==> src/rtl/exp_decoder_pkg.sv <==
// Shared types and constants for the exp_decoder_pipe slice: decode mode, skid occupancy
// states and the widths of the pop statistics counters (built with EXP_DECODER_STATS_EN).
`timescale 1ns/1ps
package exp_decoder_pkg;

  typedef enum logic {
    MODE_ONEHOT = 1'b0,
    MODE_THERM  = 1'b1
  } mode_e;

  typedef enum logic [1:0] {
    EMPTY = 2'd0,
    ONE   = 2'd1,
    FULL  = 2'd2
  } occ_e;

  localparam int STAT_CNT_W = 16;
  localparam int STAT_ERR_W = 8;

endpackage

==> src/rtl/exp_decoder_pipe_if.sv <==
// Index-in / word-out handshake bundle of exp_decoder_pipe.
// The master drives indices and consumes words; the slave is the decoder.
`timescale 1ns/1ps
interface exp_decoder_pipe_if #(
  parameter int IN_W  = 3,
  parameter int OUT_W = 6
);
  logic             in_valid_i;
  logic             in_ready_o;
  logic [IN_W-1:0]  num_i;
  logic             mode_i;
  logic             out_valid_o;
  logic             out_ready_i;
  logic [OUT_W-1:0] exp_o;
  logic             err_o;

  modport master (
    output in_valid_i, num_i, mode_i, out_ready_i,
    input  in_ready_o, out_valid_o, exp_o, err_o
  );

  modport slave (
    input  in_valid_i, num_i, mode_i, out_ready_i,
    output in_ready_o, out_valid_o, exp_o, err_o
  );
endinterface

==> src/rtl/exp_decode_core.sv <==
// Combinational index decoder: (num, mode) -> (one-hot or thermometer word, out-of-range flag).
`timescale 1ns/1ps
module exp_decode_core
  import exp_decoder_pkg::*;
#(
  parameter int IN_W  = 3,
  parameter int OUT_W = 6
) (
  input  logic [IN_W-1:0]  num,
  input  logic             mode,
  output logic [OUT_W-1:0] word,
  output logic             err
);

  // Thermometer bit i is set for any index >= i, so out-of-range indices fill the word with ones.
  always_comb begin
    word = '0;
    err  = (int'(num) >= OUT_W);
    for (int i = 0; i < OUT_W; i++) begin
      if (mode == MODE_THERM) begin
        word[i] = (int'(num) >= i);
      end else begin
        word[i] = (int'(num) == i);
      end
    end
  end

endmodule

==> src/rtl/exp_decoder_pipe.sv <==
// Registered one-hot/thermometer decoder behind a 2-entry skid buffer with valid/ready on both sides.
// Define EXP_DECODER_STATS_EN to add the pop counter cnt_o and the saturating error counter err_cnt_o.
`timescale 1ns/1ps
module exp_decoder_pipe
  import exp_decoder_pkg::*;
#(
  parameter int IN_W  = 3,
  parameter int OUT_W = 6
) (
  input  logic                  clk_i,
  input  logic                  reset_n,
  exp_decoder_pipe_if.slave     bus
`ifdef EXP_DECODER_STATS_EN
  ,
  output logic [STAT_CNT_W-1:0] cnt_o,
  output logic [STAT_ERR_W-1:0] err_cnt_o
`endif
);

  logic [OUT_W-1:0] dec_word_s;
  logic             dec_err_s;
  occ_e             state_r, state_nxt_s;
  logic [OUT_W-1:0] head_word_r, tail_word_r;
  logic             head_err_r, tail_err_r;
  logic             in_ready_r, out_valid_r;
  logic             in_ready_nxt_s, out_valid_nxt_s;
  logic             accept_s, pop_s;
  logic             head_new_s, head_from_tail_s, tail_load_s;

  exp_decode_core #(
    .IN_W  (IN_W),
    .OUT_W (OUT_W)
  ) u_core (
    .num  (bus.num_i),
    .mode (bus.mode_i),
    .word (dec_word_s),
    .err  (dec_err_s)
  );

  assign accept_s = bus.in_valid_i & in_ready_r;
  assign pop_s    = out_valid_r & bus.out_ready_i;

  // Occupancy and the registered handshake flags; ready stays low for the whole reset.
  always_ff @(posedge clk_i or negedge reset_n) begin
    if (!reset_n) begin
      state_r     <= EMPTY;
      in_ready_r  <= 1'b0;
      out_valid_r <= 1'b0;
    end else begin
      state_r     <= state_nxt_s;
      in_ready_r  <= in_ready_nxt_s;
      out_valid_r <= out_valid_nxt_s;
    end
  end

  // Next occupancy plus which skid entry gets loaded from where.
  always_comb begin
    state_nxt_s      = state_r;
    head_new_s       = 1'b0;
    head_from_tail_s = 1'b0;
    tail_load_s      = 1'b0;
    case (state_r)
      EMPTY: begin
        if (accept_s) begin
          head_new_s  = 1'b1;
          state_nxt_s = ONE;
        end else begin
          state_nxt_s = EMPTY;
        end
      end
      ONE: begin
        if (accept_s && pop_s) begin
          head_new_s  = 1'b1;
          state_nxt_s = ONE;
        end else if (accept_s) begin
          tail_load_s = 1'b1;
          state_nxt_s = FULL;
        end else if (pop_s) begin
          state_nxt_s = EMPTY;
        end else begin
          state_nxt_s = ONE;
        end
      end
      FULL: begin
        if (pop_s) begin
          head_from_tail_s = 1'b1;
          state_nxt_s      = ONE;
        end else begin
          state_nxt_s = FULL;
        end
      end
      default: begin
        state_nxt_s = EMPTY;
      end
    endcase
  end

  // Handshake flags are decoded from the next occupancy and then registered.
  always_comb begin
    in_ready_nxt_s  = 1'b1;
    out_valid_nxt_s = 1'b0;
    case (state_nxt_s)
      EMPTY: begin
        in_ready_nxt_s  = 1'b1;
        out_valid_nxt_s = 1'b0;
      end
      ONE: begin
        in_ready_nxt_s  = 1'b1;
        out_valid_nxt_s = 1'b1;
      end
      FULL: begin
        in_ready_nxt_s  = 1'b0;
        out_valid_nxt_s = 1'b1;
      end
      default: begin
        in_ready_nxt_s  = 1'b1;
        out_valid_nxt_s = 1'b0;
      end
    endcase
  end

  // Skid entries; the head keeps its last word when the buffer drains.
  always_ff @(posedge clk_i or negedge reset_n) begin
    if (!reset_n) begin
      head_word_r <= '0;
      head_err_r  <= 1'b0;
      tail_word_r <= '0;
      tail_err_r  <= 1'b0;
    end else begin
      if (head_new_s) begin
        head_word_r <= dec_word_s;
        head_err_r  <= dec_err_s;
      end else if (head_from_tail_s) begin
        head_word_r <= tail_word_r;
        head_err_r  <= tail_err_r;
      end
      if (tail_load_s) begin
        tail_word_r <= dec_word_s;
        tail_err_r  <= dec_err_s;
      end
    end
  end

  assign bus.in_ready_o  = in_ready_r;
  assign bus.out_valid_o = out_valid_r;
  assign bus.exp_o       = head_word_r;
  assign bus.err_o       = head_err_r;

`ifdef EXP_DECODER_STATS_EN
  localparam logic [STAT_CNT_W-1:0] CNT_INC = STAT_CNT_W'(1);
  localparam logic [STAT_ERR_W-1:0] ERR_INC = STAT_ERR_W'(1);

  logic [STAT_CNT_W-1:0] cnt_r;
  logic [STAT_ERR_W-1:0] err_cnt_r;

  // Pop count wraps; error count sticks at its maximum.
  always_ff @(posedge clk_i or negedge reset_n) begin
    if (!reset_n) begin
      cnt_r     <= '0;
      err_cnt_r <= '0;
    end else if (pop_s) begin
      cnt_r <= cnt_r + CNT_INC;
      if (head_err_r && (err_cnt_r != '1)) begin
        err_cnt_r <= err_cnt_r + ERR_INC;
      end
    end
  end

  assign cnt_o     = cnt_r;
  assign err_cnt_o = err_cnt_r;
`endif

endmodule
==> src/flat_wrapper.sv <==
// flat-port wrapper written by rule: the top's interface ports become plain ports
module exp_decoder_pipe_flat import exp_decoder_pkg::*;
#(
  parameter int IN_W  = 3,
  parameter int OUT_W = 6
)
  (clk_i, reset_n, bus_in_valid_i, bus_num_i, bus_mode_i, bus_out_ready_i, bus_in_ready_o, bus_out_valid_o, bus_exp_o, bus_err_o);
  exp_decoder_pipe_if #(.IN_W(IN_W), .OUT_W(OUT_W)) bus_i ();
  input  logic clk_i;
  input  logic reset_n;
  input wire logic [$bits(bus_i.in_valid_i)-1:0] bus_in_valid_i;
  input wire logic [$bits(bus_i.num_i)-1:0] bus_num_i;
  input wire logic [$bits(bus_i.mode_i)-1:0] bus_mode_i;
  input wire logic [$bits(bus_i.out_ready_i)-1:0] bus_out_ready_i;
  output wire logic [$bits(bus_i.in_ready_o)-1:0] bus_in_ready_o;
  output wire logic [$bits(bus_i.out_valid_o)-1:0] bus_out_valid_o;
  output wire logic [$bits(bus_i.exp_o)-1:0] bus_exp_o;
  output wire logic [$bits(bus_i.err_o)-1:0] bus_err_o;
  assign bus_i.in_valid_i = bus_in_valid_i;
  assign bus_i.num_i = bus_num_i;
  assign bus_i.mode_i = bus_mode_i;
  assign bus_i.out_ready_i = bus_out_ready_i;
  assign bus_in_ready_o = bus_i.in_ready_o;
  assign bus_out_valid_o = bus_i.out_valid_o;
  assign bus_exp_o = bus_i.exp_o;
  assign bus_err_o = bus_i.err_o;
  exp_decoder_pipe #(.IN_W(IN_W), .OUT_W(OUT_W)) u_core (.clk_i(clk_i), .reset_n(reset_n), .bus(bus_i));
endmodule
==> config.mk <==
export PLATFORM = sky130hd
export DESIGN_NAME = exp_decoder_pipe_flat
export DESIGN_NICKNAME = d
export VERILOG_FILES = /design/src/rtl/exp_decoder_pkg.sv /design/src/rtl/exp_decoder_pipe_if.sv /design/src/rtl/exp_decode_core.sv /design/src/rtl/exp_decoder_pipe.sv /design/src/flat_wrapper.sv
export SDC_FILE = /design/constraint.sdc
export NUM_CORES = 1
export LEC_CHECK = 0
export ABC_AREA = 1
export CAP_MARGIN = 40
export CORE_MARGIN = 2
export CORE_UTILIZATION = 50
export DETAILED_ROUTE_END_ITERATION = 16
export GPL_TIMING_DRIVEN = 0
export PLACE_DENSITY = 0.77
export SKIP_CTS_REPAIR_TIMING = 1
export SLEW_MARGIN = 20
export SYNTH_ARGS = -nofsm -noshare
export SYNTH_HDL_FRONTEND = slang
export SYNTH_SLANG_ARGS = --single-unit
==> constraint.sdc <==
create_clock -name clk_i -period 1.99 [get_ports clk_i]
set_clock_uncertainty 0.05 [all_clocks]
set_input_delay 0.2985 -clock clk_i [delete_from_list [all_inputs] [get_ports clk_i]]
set_output_delay 0.2985 -clock clk_i [all_outputs]
set_load 0.01 [all_outputs]
Yosys cells after proc, flatten, opt, wreduce, memory -nomap -nowiden --
Cells that the tools add are included.
Storage, ports and cells: logic and storage cells 54, input bits 8, flip-flop bits (word level) 18, output and inout bits 9
Cells by class: equal/unequal tests 9, muxes and demuxes 25, bitwise gates (word level) 2, order comparisons 6, reduce and logical (&&, ||, !) cells 5
Operators by type and width (number):
- two-way mux 1 bit | 18
- == test 3 bit (second input constant) | 4
- two-way mux 6 bit | 2
- greater-or-equal comparator 3 bit (second input constant) | 3
- greater-or-equal comparator 3 x 2 -> 1 bit (second input constant) | 2
- two-way mux 2 bit | 3
- one-hot mux 2 bit (3 select lines) | 1
- == test 2 x 1 -> 1 bit (second input constant) | 2
- == test 2 bit (second input constant) | 2
- == test 3 x 2 -> 1 bit (second input constant) | 1
- greater-or-equal comparator 3 x 1 -> 1 bit (second input constant) | 1
- zero test 3 bit | 1
- AND 1 bit | 2
- zero test 2 bit | 1
- one-hot mux 1 bit (2 select lines) | 1
- nonzero test 2 bit | 1
- OR reduction 2 bit | 1
- logical AND 1 bit | 1

Depth between registers and ports, before layout --
Gate-level depths: netlist (run 1).
word-level depth 8, depth in mapped cells 8

Cells and area by module --
From an unflattened synthesis (run 1), not the netlist that was laid out.
Unflattened totals: cell total of the unflattened synthesis 112, area total of the unflattened synthesis 975.9 sq um
By module, submodules not included:
- exp_decoder_pipe | instances 1, cells each 91, area an instance 887.1 sq um
- exp_decode_core | instances 1, cells each 21, area an instance 88.8 sq um

Worst setup path after synthesis (run 1) --
Ideal clock, no wire load.
path kind reg2reg, start reg u_core.in_ready_r (netlist: u_core.bus.in_ready_o), end reg u_core.out_valid_r (netlist: u_core.bus.out_valid_o), arrival time 1.283 ns, period minus slack after synthesis 1.446 ns, setup time 0.113 ns, slack 0.544 ns, required time 1.827 ns, cell stages (with the launch flop) 9, buffers on the path 0, path through dfrtp_1 -> nand2_1 -> inv_1 -> ha_1 -> nand3_1 -> nand3_1 -> inv_1 -> ha_1 -> inv_1
Between the ends: longest elaborated chain between the ends 7, elaborated cells on any way between the ends 10, those cells by class 2 x eq/ne; 5 x mux; 1 x bitwise; 2 x reduce/logical
Ends and longest elaborated chain:
- start, declared | line exp_decoder_pipe.sv:25 | logic in_ready_r, out_valid_r;
- start signal, assigned | line exp_decoder_pipe.sv:51 | in_ready_r <= in_ready_nxt_s;
- AND 1 bit * | line exp_decoder_pipe.sv:40 | assign accept_s = bus.in_valid_i & in_ready_r;
- two-way mux 2 bit or logical AND 1 bit (tied branches) | line exp_decoder_pipe.sv:75, exp_decoder_pipe.sv:72
- two-way mux 2 bit | line exp_decoder_pipe.sv:72 | if (accept_s && pop_s) begin
- one-hot mux 2 bit (3 select lines) * | line exp_decoder_pipe.sv:62 | case (state_r)
- net u_core.state_nxt_s[0] | line exp_decoder_pipe.sv:22 | occ_e state_r, state_nxt_s;
- == test 2 x 1 -> 1 bit or == test 2 bit (tied branches) | line exp_decoder_pipe.sv:102 | case (state_nxt_s)
- OR reduction 2 bit (no source line) *
- two-way mux 1 bit * | line exp_decoder_pipe.sv:102
- net u_core.out_valid_nxt_s | line exp_decoder_pipe.sv:26 | logic in_ready_nxt_s, out_valid_nxt_s;
- end signal, assigned | line exp_decoder_pipe.sv:52 | out_valid_r <= out_valid_nxt_s;
- end, declared | line exp_decoder_pipe.sv:25
Mark *: on every way through the listed nets, which the timed path passes. The rest lies on a longest branch. A chain may end at the register's enable or synchronous reset.

Worst setup path in the final report (run 1) --
start in bus_in_valid_i, end reg u_core.out_valid_r (netlist: u_core.bus.out_valid_o)
Between the ends: longest elaborated chain between the ends 7, elaborated cells on any way between the ends 10, those cells by class 2 x eq/ne; 5 x mux; 1 x bitwise; 2 x reduce/logical
Ends and longest elaborated chain:
- start, declared | line flat_wrapper.sv:11 | input wire logic [$bits(bus_i.in_valid_i)-1:0] bus_in_valid_i;
- AND 1 bit * | line exp_decoder_pipe.sv:40
- two-way mux 2 bit or logical AND 1 bit (tied branches) | line exp_decoder_pipe.sv:75, exp_decoder_pipe.sv:72
- two-way mux 2 bit * | line exp_decoder_pipe.sv:72
- one-hot mux 2 bit (3 select lines) * | line exp_decoder_pipe.sv:62
- net u_core.state_nxt_s[1] | line exp_decoder_pipe.sv:22
- == test 2 x 1 -> 1 bit or == test 2 bit (tied branches) | line exp_decoder_pipe.sv:102
- OR reduction 2 bit (no source line) *
- two-way mux 1 bit * | line exp_decoder_pipe.sv:102
- net u_core.out_valid_nxt_s | line exp_decoder_pipe.sv:26
Marks and branches as above.

==> metrics.yaml, run 1 <==
pwr:
  p_leak_nw: 0.617
  seqPwrFrac_pct: 42.1
  switchingPower_w: 0.000543
  p_int_w: 0.000935
  switching_share_pct: 36.7
  ir_drop_mv: 0.708
  p_comb_share_pct: 43.3
  p_per_area_nw_per_um2: 1250
  pwr-share-clk_pct: 14.6
routing:
  met2_length_microns: 916
  antenna_left: 0
  drt-met1-wl_microns: 834
  drtIter0Drc: 13
  routed.top_layer: "met4"
  routed_via_density: 5.02
  routed-wl-met3_microns: 67
  drcViolationCount: 0
  vias: 788
  routed_wl_microns: 1830
  drt-wirelength-per-cell_microns: 11.7
  dr.pass1.iters: 4
timing:
  setup_viol: 0
  rsz0062_at_grt: "no"
  timing.setup.tns_ps: 0
  hold_ws_ps: 137
  relSlewSlack_pct: 82.3
  post-route-min-period_ps: 1580
  tightest_slew_ps: 265
  hold_viol_final: 0
  final.period_utilization_pct: 79.3
  slew_violations: 0
  fmax_ghz: 0.634
cells_and_area:
  final_area_sq_um: 1180
  area.growth.synth_to_final_pct: 25.9
  final-seq-area_sq_um: 450
  instances_no_fill: 157
  multi_input_area_sq_um: 419
  layout_commonest_cell: "nand2_1"
  diodes: 0
  final_cell_mix: "nand2_1, dfrtp_1, clkdlybuf4s50_1"
  drive_gt1_share_pct: 13.6
  layout.nets: 144
  post-route-util_pct: 67.5
  fillers: 151
synth:
  synth-compound-area-share_pct: 4.55
  synth_top_family_by_area: "simple AND/OR/NAND/NOR gates"
  ys_ff_latch: 18
  synthAdderAreaFrac_pct: 4.01
  synthCells: 111
  yosys_warnings: 0
  synth-simple-area-share_pct: 36.2
  synth_nets: 122
  syn_area_per_cell_sq_um: 8.43
  ys_seq_area_share_pct: 48.1
  syn-cell-area_sq_um: 936
  synth.distinct_cells: 17
  synth_mux_area_share_pct: 0
  synth-xor-area-share_pct: 0
worst_setup_path:
  arrival_ps: 1760
  reg2reg_depth: 8
  cp_data_required_time_ps: 2170
  regToRegSetupSlack_ps: 480
  worstSetupStartpointType: "input port"
  cp_max_fo: 10
  timing.rr.end: "u_core.bus.out_valid_o$_DFF_PN0_"
  r2r_start: "u_core.bus.in_ready_o$_DFF_PN0_"
  critPathCaptureType: "flop"
  path_class: "input port to flop"
global_routing:
  grt_pass1_wl_microns: 3020
  grt_pass1_vias: 699
  gr-total-overflow: 0
  grt_util_all_layers_pct: 19.8
  grt_max_degree: 19
  antenna_found_initial: 0
hold_path:
  min-delay-path-class: "input port to asynchronous set/reset pin"
clocking:
  cts_tree: "built"
  cts_sinks: 18
  clkLatencyLatePin_ps: 280
  cts_inserted_buffers: 3
  htree_levels: 1
  root_buffer: "clkbuf_4"
  clock_tree.buffer_depth: 2
  clk_pin_slew_ps: 90
placed_design:
  gp_congestion: 0.812
  post_dp_cell_area_sq_um: 1130
  dp_cells: 152
  dpl.hpwl_microns: 1370
  place.port_buffers: 16
job:
  maxCapViolations: 0
status:
  outcome: "finished, final reports clean"
die:
  start_util_pct: 53.6
  fp.dieW_microns: 47.3
  ios: 17
  fp.dieH_microns: 47.3
  die_area_sq_um: 2230
  rows: 15
  core_area_sq_um: 1750
==> layer usage <==
| layer | up-vias | global-route usage [%] |
|---|---|---|
| met5 | - | 0 |
| met4 | 0 | 10.0 |
| met3 | 2 | 3.85 |
| met2 | 18 | 30.5 |
| met1 | 368 | 26.5 |
| li1 | 400 | - |
==> power by group through the flow <==
| stage | logic [W] | clock network [W] | registers, W |
|---|---|---|---|
| 2_1_floorplan | 0.000350 | 0 | 0.000652 |
| 4_1_cts | 0.000646 | 0.000226 | 0.000620 |
| 3_5_place_dp | 0.000639 | 0 | 0.000628 |
| 6_report | 0.000640 | 0.000215 | 0.000622 |
| 5_1_grt | 0.000726 | 0.000238 | 0.000641 |
| 3_3_place_gp | 0.000620 | 0 | 0.000618 |
==> critical path, stage by stage <==
cell and delay (ps):
clkdlybuf4s50_1 450, nand2_1 50, inv_1 120, ha_1 200, nand3_2 100, buf_6 170, nand2_1 90, ha_1 230
inv_1 50
==> layout make-up <==
cell class | instances | area share (%)
buffer | 1 | 0.955
inverter | 14 | 4.67
multi-input combinational | 78 | 35.6
clock buffer | 4 | 3.08
tap | 25 | 2.65
sequential | 18 | 38.2
timing repair buffer | 17 | 14.9
==> cell families (layout without fill, tap and decap cells) <==
kind of cell,count (synthesis),after routing
buf+inv,15,36
fa+ha+maj,3,3
simple gates,68,68
compound gates,7,7
flops,18,18
==> sequential cells by signal, summed over array words and instances (netlist names) <==
register                count
u_core.bus.in_ready_o       1
u_core.tail_word_r          6
u_core.bus.exp_o            6
u_core.state_r              2
u_core.tail_err_r           1
u_core.bus.out_valid_o      1
u_core.bus.err_o            1
==> worst max-delay path by stage <==
| stage | start | endpoint | slack (ps) | cells after the start |
|---|---|---|---|---|
| 4_1_cts | bus_in_valid_i | u_core.bus.out_valid_o$_DFF_PN0_ | 420 | 9 |
| 3_5_place_dp | bus_in_valid_i | u_core.bus.out_valid_o$_DFF_PN0_ | 120 | 9 |
| 6_report | bus_in_valid_i | u_core.bus.out_valid_o$_DFF_PN0_ | 410 | 9 |
| 2_1_floorplan | u_core.bus.in_ready_o$_DFF_PN0_ | u_core.bus.out_valid_o$_DFF_PN0_ | 540 | 8 |
| 5_1_grt | bus_in_valid_i | u_core.bus.out_valid_o$_DFF_PN0_ | 330 | 9 |
| 3_3_place_gp | bus_out_ready_i | u_core.bus.out_valid_o$_DFF_PN0_ | 170 | 8 |
==> stage by stage <==
stage                     worst slack, ps  total power, W
after global placement                172         0.00124
after CTS                             420         0.00149
after detailed placement              122         0.00127
after floorplan                       544         0.00100
after global routing                  330         0.00161
final                                 412         0.00148
==> synth_stat cells (all sizes together) <==
cell / instances / area [sq um]
nand2: 45 / 191
dfrtp: 18 / 450
inv: 14 / 55.1
nand3: 13 / 87.6
nand4: 7 / 43.8
o21ai: 5 / 32.5
ha: 3 / 37.5
nor2: 3 / 16.3
a21oi: 2 / 10.0
buf: 1 / 11.3
Power figures use the tool's default switching activity.
==> run 2: changes to the inputs <==
Settings changed: CORE_UTILIZATION 50 to 45, PLACE_DENSITY 0.77 to 0.73.
Clock period 1.99 ns to 1.45 ns, I/O delays scaled along.
==> run 2 against run 1 <==
Compared with the run above: worst setup slack lost 390 ps; cell area is 4.0% higher; clock power is 45% higher; final cell count grew 2.5%; sequential share of layout area is 1.5 points lower; largest power group unchanged; utilization is 5.0 points lower; critical endpoint unchanged; combinational power increased by 37%.
==> metrics.yaml, run 2 (same netlist as run 1, synthesis figures left out) <==
die:
  fp.dieW_microns: 49.6
  fp.dieH_microns: 49.6
  start_util_pct: 47.7
  die_area_sq_um: 2460
  ios: 17
  core_area_sq_um: 1960
  rows: 16
cells_and_area:
  drive_gt1_share_pct: 17.2
  layout_commonest_cell: "nand2_1"
  diodes: 0
  final_cell_mix: "nand2_1, dfrtp_1, inv_1"
  area.growth.synth_to_final_pct: 31.0
  multi_input_area_sq_um: 427
  final-seq-area_sq_um: 450
  instances_no_fill: 161
  layout.nets: 146
  fillers: 186
  final_area_sq_um: 1230
timing:
  setup_viol: 0
  rsz0062_at_grt: "yes"
  tightest_slew_ps: 281
  post-route-min-period_ps: 1430
  hold_viol_final: 0
  fmax_ghz: 0.698
  hold_ws_ps: 50.9
  relSlewSlack_pct: 81.1
  final.period_utilization_pct: 98.7
  slew_violations: 0
job:
  maxCapViolations: 0
placed_design:
  gp_congestion: 0.758
  post_dp_cell_area_sq_um: 1130
  dpl.hpwl_microns: 1410
  place.port_buffers: 16
  dp_cells: 154
clocking:
  clkLatencyLatePin_ps: 290
  root_buffer: "clkbuf_4"
  cts_sinks: 18
  htree_levels: 1
  clk_pin_slew_ps: 100
  cts_tree: "built"
  clock_tree.buffer_depth: 2
  cts_inserted_buffers: 3
routing:
  drtIter0Drc: 15
  antenna_left: 0
  drcViolationCount: 0
  vias: 778
  routed_via_density: 4.83
  drt-wirelength-per-cell_microns: 11.9
  dr.pass1.iters: 4
  routed_wl_microns: 1910
global_routing:
  gr-total-overflow: 0
  antenna_found_initial: 0
  grt_pass1_wl_microns: 3360
  grt_max_degree: 19
  grt_util_all_layers_pct: 17.5
  grt_pass1_vias: 797
worst_setup_path:
  reg2reg_depth: 8
  cp-endpoint: "u_core.bus.out_valid_o$_DFF_PN0_"
  timing.rr.end: "u_core.bus.out_valid_o$_DFF_PN0_"
  startpoint: "u_core.bus.in_ready_o$_DFF_PN0_"
  path_class: "flop to flop"
  arrival_ps: 1580
  cp_data_required_time_ps: 1600
  worstSetupStartpointType: "flop"
  critPathCaptureType: "flop"
  cp_max_fo: 3
  r2r_start: "u_core.bus.in_ready_o$_DFF_PN0_"
  regToRegSetupSlack_ps: 20
pwr:
  p_per_area_nw_per_um2: 1660
  ir_drop_mv: 0.911
  p_leak_nw: 0.734
status:
  outcome: "finished, final reports clean"
hold_path:
  min-delay-path-class: "input port to asynchronous set/reset pin"
==> run 2: area by class of cell <==
class	instances	area share, %
Buffer	1	0.918
Clock buffer	4	2.96
Inverter	14	4.49
Multi-Input combinational cell	78	34.8
Sequential cell	18	36.7
Tap cell	27	2.76
Timing Repair Buffer	19	17.3
==> run 2: worst max-delay path: stages (launching register included) <==
cell and delay [ps]:
dfrtp_1 390, nand2_1 70, inv_2 60, ha_1 270
nand3_1 80, nand3_2 80, inv_1 40, ha_1 260
inv_1 40
==> run 2: worst min-delay path by stage <==
stage | from | end | cells after the start | slack, ps
6_report | reset_n | u_core.bus.exp_o[5]$_DFFE_PN0P_ | 1 | 50
4_1_cts | reset_n | u_core.bus.exp_o[5]$_DFFE_PN0P_ | 1 | 350
5_1_grt | reset_n | u_core.bus.exp_o[0]$_DFFE_PN0P_ | 1 | 40
3_5_place_dp | u_core.tail_word_r[1]$_DFFE_PN0P_ | u_core.tail_word_r[1]$_DFFE_PN0P_ | 2 | 420
2_1_floorplan | reset_n | u_core.bus.err_o$_DFFE_PN0P_ | 0 | -130
3_3_place_gp | u_core.tail_word_r[1]$_DFFE_PN0P_ | u_core.tail_word_r[1]$_DFFE_PN0P_ | 2 | 410
==> run 2: per-stage QoR <==
stage / utilization [%] / worst slack (ps) / setup TNS (ps) / power (W)
2_1_floorplan: - / 3.75 / 0 / 0.00138
6_report: 62.5 / 18.2 / 0 / 0.00203
3_3_place_gp: 57.6 / -291 / -2490 / 0.00170
5_1_grt: 62.5 / -47.8 / -63.4 / 0.00221
4_1_cts: 59.4 / -66.8 / -213 / 0.00205
3_5_place_dp: 57.6 / -341 / -3080 / 0.00174
==> run 2: power breakdown <==
group / total, W / switching (W) / internal (W)
Combinational: 0.000875 / 0.000471 / 0.000404
Clock: 0.000311 / 0.000158 / 0.000153
Sequential: 0.000847 / 0.000131 / 0.000716
Total: 0.00203 / 0.000760 / 0.00127
==> run 2: metal layers <==
layer  global-route usage (%)  vias up  share of wire, %
met5                        0        -                 0
met4                     9.72        0               2.3
met1                     23.4      349                49
li1                         -      408                 -
met3                     1.82        6               3.0
met2                     27.8       15                45
==> run 3: changes to the inputs <==
Settings changed: CORE_UTILIZATION 45 to 46, PLACE_DENSITY 0.73 to 0.74, SYNTH_HIERARCHICAL set to 1.
==> run 3 against run 2 <==
Compared with the run above: maximum frequency up 2.7%; flip-flop and latch count unchanged; sequential power is 3.3% higher; die area rose by 1.8%; synthesized area is 4.3% higher; non-clock buffer count increased by 3; count of clock-buffer cells in the layout unchanged; largest cell class is now multi-input combinational cells; register-to-register slack improved by 40 ps; clock power is 4% lower; routed wire length rose by 2.1%.
==> metrics.yaml, run 3 <==
synth:
  yosys_warnings: 6
  synth.distinct_cells: 18
  synthCells: 112
  syn_area_per_cell_sq_um: 8.71
  synth_common_cells: "nand2_1, dfrtp_1, inv_1"
  synth_nets: 123
  synth_top_area_share_pct: 46.2
  synth_flop_cell: "dfrtp_1"
  synth_top_area_cell: "dfrtp_1"
  async_flop_share_pct: 100
  synth_area_leaders: "dfrtp_1, nand2_1, o21ai_2"
  ys_seq_area_share_pct: 46.2
  syn-cell-area_sq_um: 976
  yosysMostFrequentCell: "nand2_1"
  ys_ff_latch: 18
  synth_edf_count: 0
cells_and_area:
  layout.nets: 150
  final_cell_mix: "nand2_1, dfrtp_1, inv_1"
  area.growth.synth_to_final_pct: 37.2
  layout_commonest_cell: "nand2_1"
  diodes: 0
  final_area_sq_um: 1340
  drive_gt1_share_pct: 30.4
die:
  die_area_sq_um: 2510
  rows: 16
  start_util_pct: 49.2
  ios: 17
  fp.dieW_microns: 50.1
  core_area_sq_um: 1980
  fp.dieH_microns: 50.1
routing:
  drt-wirelength-per-cell_microns: 11.8
  vias: 807
  antenna_left: 0
  drtIter0Drc: 17
  drcViolationCount: 0
  routed_wl_microns: 1950
  dr.pass1.iters: 4
  routed_via_density: 4.89
global_routing:
  antenna_found_initial: 0
  grt_max_degree: 19
  grt_util_all_layers_pct: 17.1
  grt_pass1_vias: 742
  grt_pass1_wl_microns: 3240
  gr-total-overflow: 0
pwr:
  switching_share_pct: 37.7
  p_per_area_nw_per_um2: 1670
  ir_drop_mv: 0.834
  p_int_w: 0.00140
  switchingPower_w: 0.000845
  p_leak_nw: 0.751
  pwr-share-clk_pct: 13.3
  seqPwrFrac_pct: 39.0
  p_comb_share_pct: 47.7
timing:
  relSlewSlack_pct: 84.1
  hold_viol_final: 0
  tightest_slew_ps: 236
  final.period_utilization_pct: 96.2
  slew_violations: 0
  setup_viol: 0
  fmax_ghz: 0.717
  timing.setup.tns_ps: 0
  post-route-min-period_ps: 1390
  rsz0062_at_grt: "yes"
  setup_ws_ps: 55.5
placed_design:
  post-place-ws_ps: -356
  place.port_buffers: 16
  dpl.hpwl_microns: 1420
  post_dp_cell_area_sq_um: 1190
  gp_congestion: 0.743
job:
  maxCapViolations: 0
clocking:
  root_buffer: "clkbuf_4"
  cts_inserted_buffers: 3
  clk_pin_slew_ps: 100
  cts_tree: "built"
  clkLatencyLatePin_ps: 280
  clock_tree.buffer_depth: 2
  htree_levels: 1
  cts_sinks: 18
worst_setup_path:
  arrival_ps: 1540
  regToRegSetupSlack_ps: 60
  r2r_start: "u_core/bus.in_ready_o$_DFF_PN0_"
  cp-endpoint: "u_core/bus.out_valid_o$_DFF_PN0_"
  cp_max_fo: 3
  reg2reg_depth: 8
  startpoint: "u_core/bus.in_ready_o$_DFF_PN0_"
  timing.rr.end: "u_core/bus.out_valid_o$_DFF_PN0_"
  path_class: "flop to flop"
  worstSetupStartpointType: "flop"
  cp_data_required_time_ps: 1590
  critPathCaptureType: "flop"
hold_path:
  min-delay-path-class: "input port to asynchronous set/reset pin"
status:
  outcome: "finished, final reports clean"
## run 3: cell types whose count changed in the layout (fill, tap and decap cells not counted), moves of 2 or more
cell,change
ha_4,+2
o21ai_2,+5
nand2_1,-16
nor2_1,+3
inv_1,+3
ha_1,-3
o21ai_0,-2
nand2_2,+4
inv_2,+2
buf_4,+3
## run 3: logic make-up after synthesis
kind of cell             after synthesis  share of synthesized area, %
AND/OR/NAND/NOR                       61                          33.7
buffers and inverters                 20                          8.46
flip-flops                            18                          46.2
AO/OA/AOI/OAI                         10                          7.82
adder cells (fa/ha/maj)                3                          3.85
## run 3: power by group through the flow
stage	sequential, W	clock [W]	combinational (W)
3_5_place_dp	0.000880	0	0.000962
5_1_grt	0.000903	0.000338	0.00118
4_1_cts	0.000869	0.000311	0.000965
3_3_place_gp	0.000864	0	0.000938
6_report	0.000875	0.000299	0.00107
2_1_floorplan	0.000911	0	0.000563
## run 3: area by class of cell
type / count / area [sq um]
buffer: 1 / 20.0
timing repair buffer: 22 / 235
sequential: 18 / 452
fill: 164 / 643
tap: 27 / 33.8
inverter: 19 / 73.8
clock buffer: 4 / 36.3
multi-input combinational: 74 / 488
## run 3: critical path, stage by stage (launching register included)
cell	delay [ps]
dfrtp_1	390
nand2_2	80
inv_4	50
ha_4	260
nand3_2	70
nand3_2	80
inv_2	50
ha_4	250
inv_1	30
## run 3: worst min-delay path by stage
stage | startpoint | to | slack (ps) | cells after the start
floorplan | reset_n | u_core/bus.err_o$_DFFE_PN0P_ | -130 | 0
global placement | u_core/tail_word_r[1]$_DFFE_PN0P_ | u_core/tail_word_r[1]$_DFFE_PN0P_ | 420 | 2
detailed placement | u_core/tail_word_r[0]$_DFFE_PN0P_ | u_core/tail_word_r[0]$_DFFE_PN0P_ | 420 | 2
CTS | reset_n | u_core/tail_word_r[1]$_DFFE_PN0P_ | 360 | 1
global route | reset_n | u_core/bus.err_o$_DFFE_PN0P_ | 60 | 1
finish | reset_n | u_core/tail_err_r$_DFFE_PN0P_ | 80 | 1
## run 3: metrics by stage
stage	hold WS, ps	util [%]	power [W]	cells
CTS	358	61.8	0.00215	159
finish	82.3	67.6	0.00224	165
floorplan	-128	-	0.00147	112
global placement	416	60.0	0.00180	155
global route	63.3	67.6	0.00242	165
detailed placement	419	60.0	0.00184	155
## run 3: per-layer routing
metal	vias up	global-route usage [%]	part of all wire (%)	wire [microns]
met5	-	0	0	0
met4	0	8.33	1.4	27
met3	2	1.82	3.2	63
met2	13	27.4	49	954
met1	379	22.9	46	905
li1	413	-	-	-
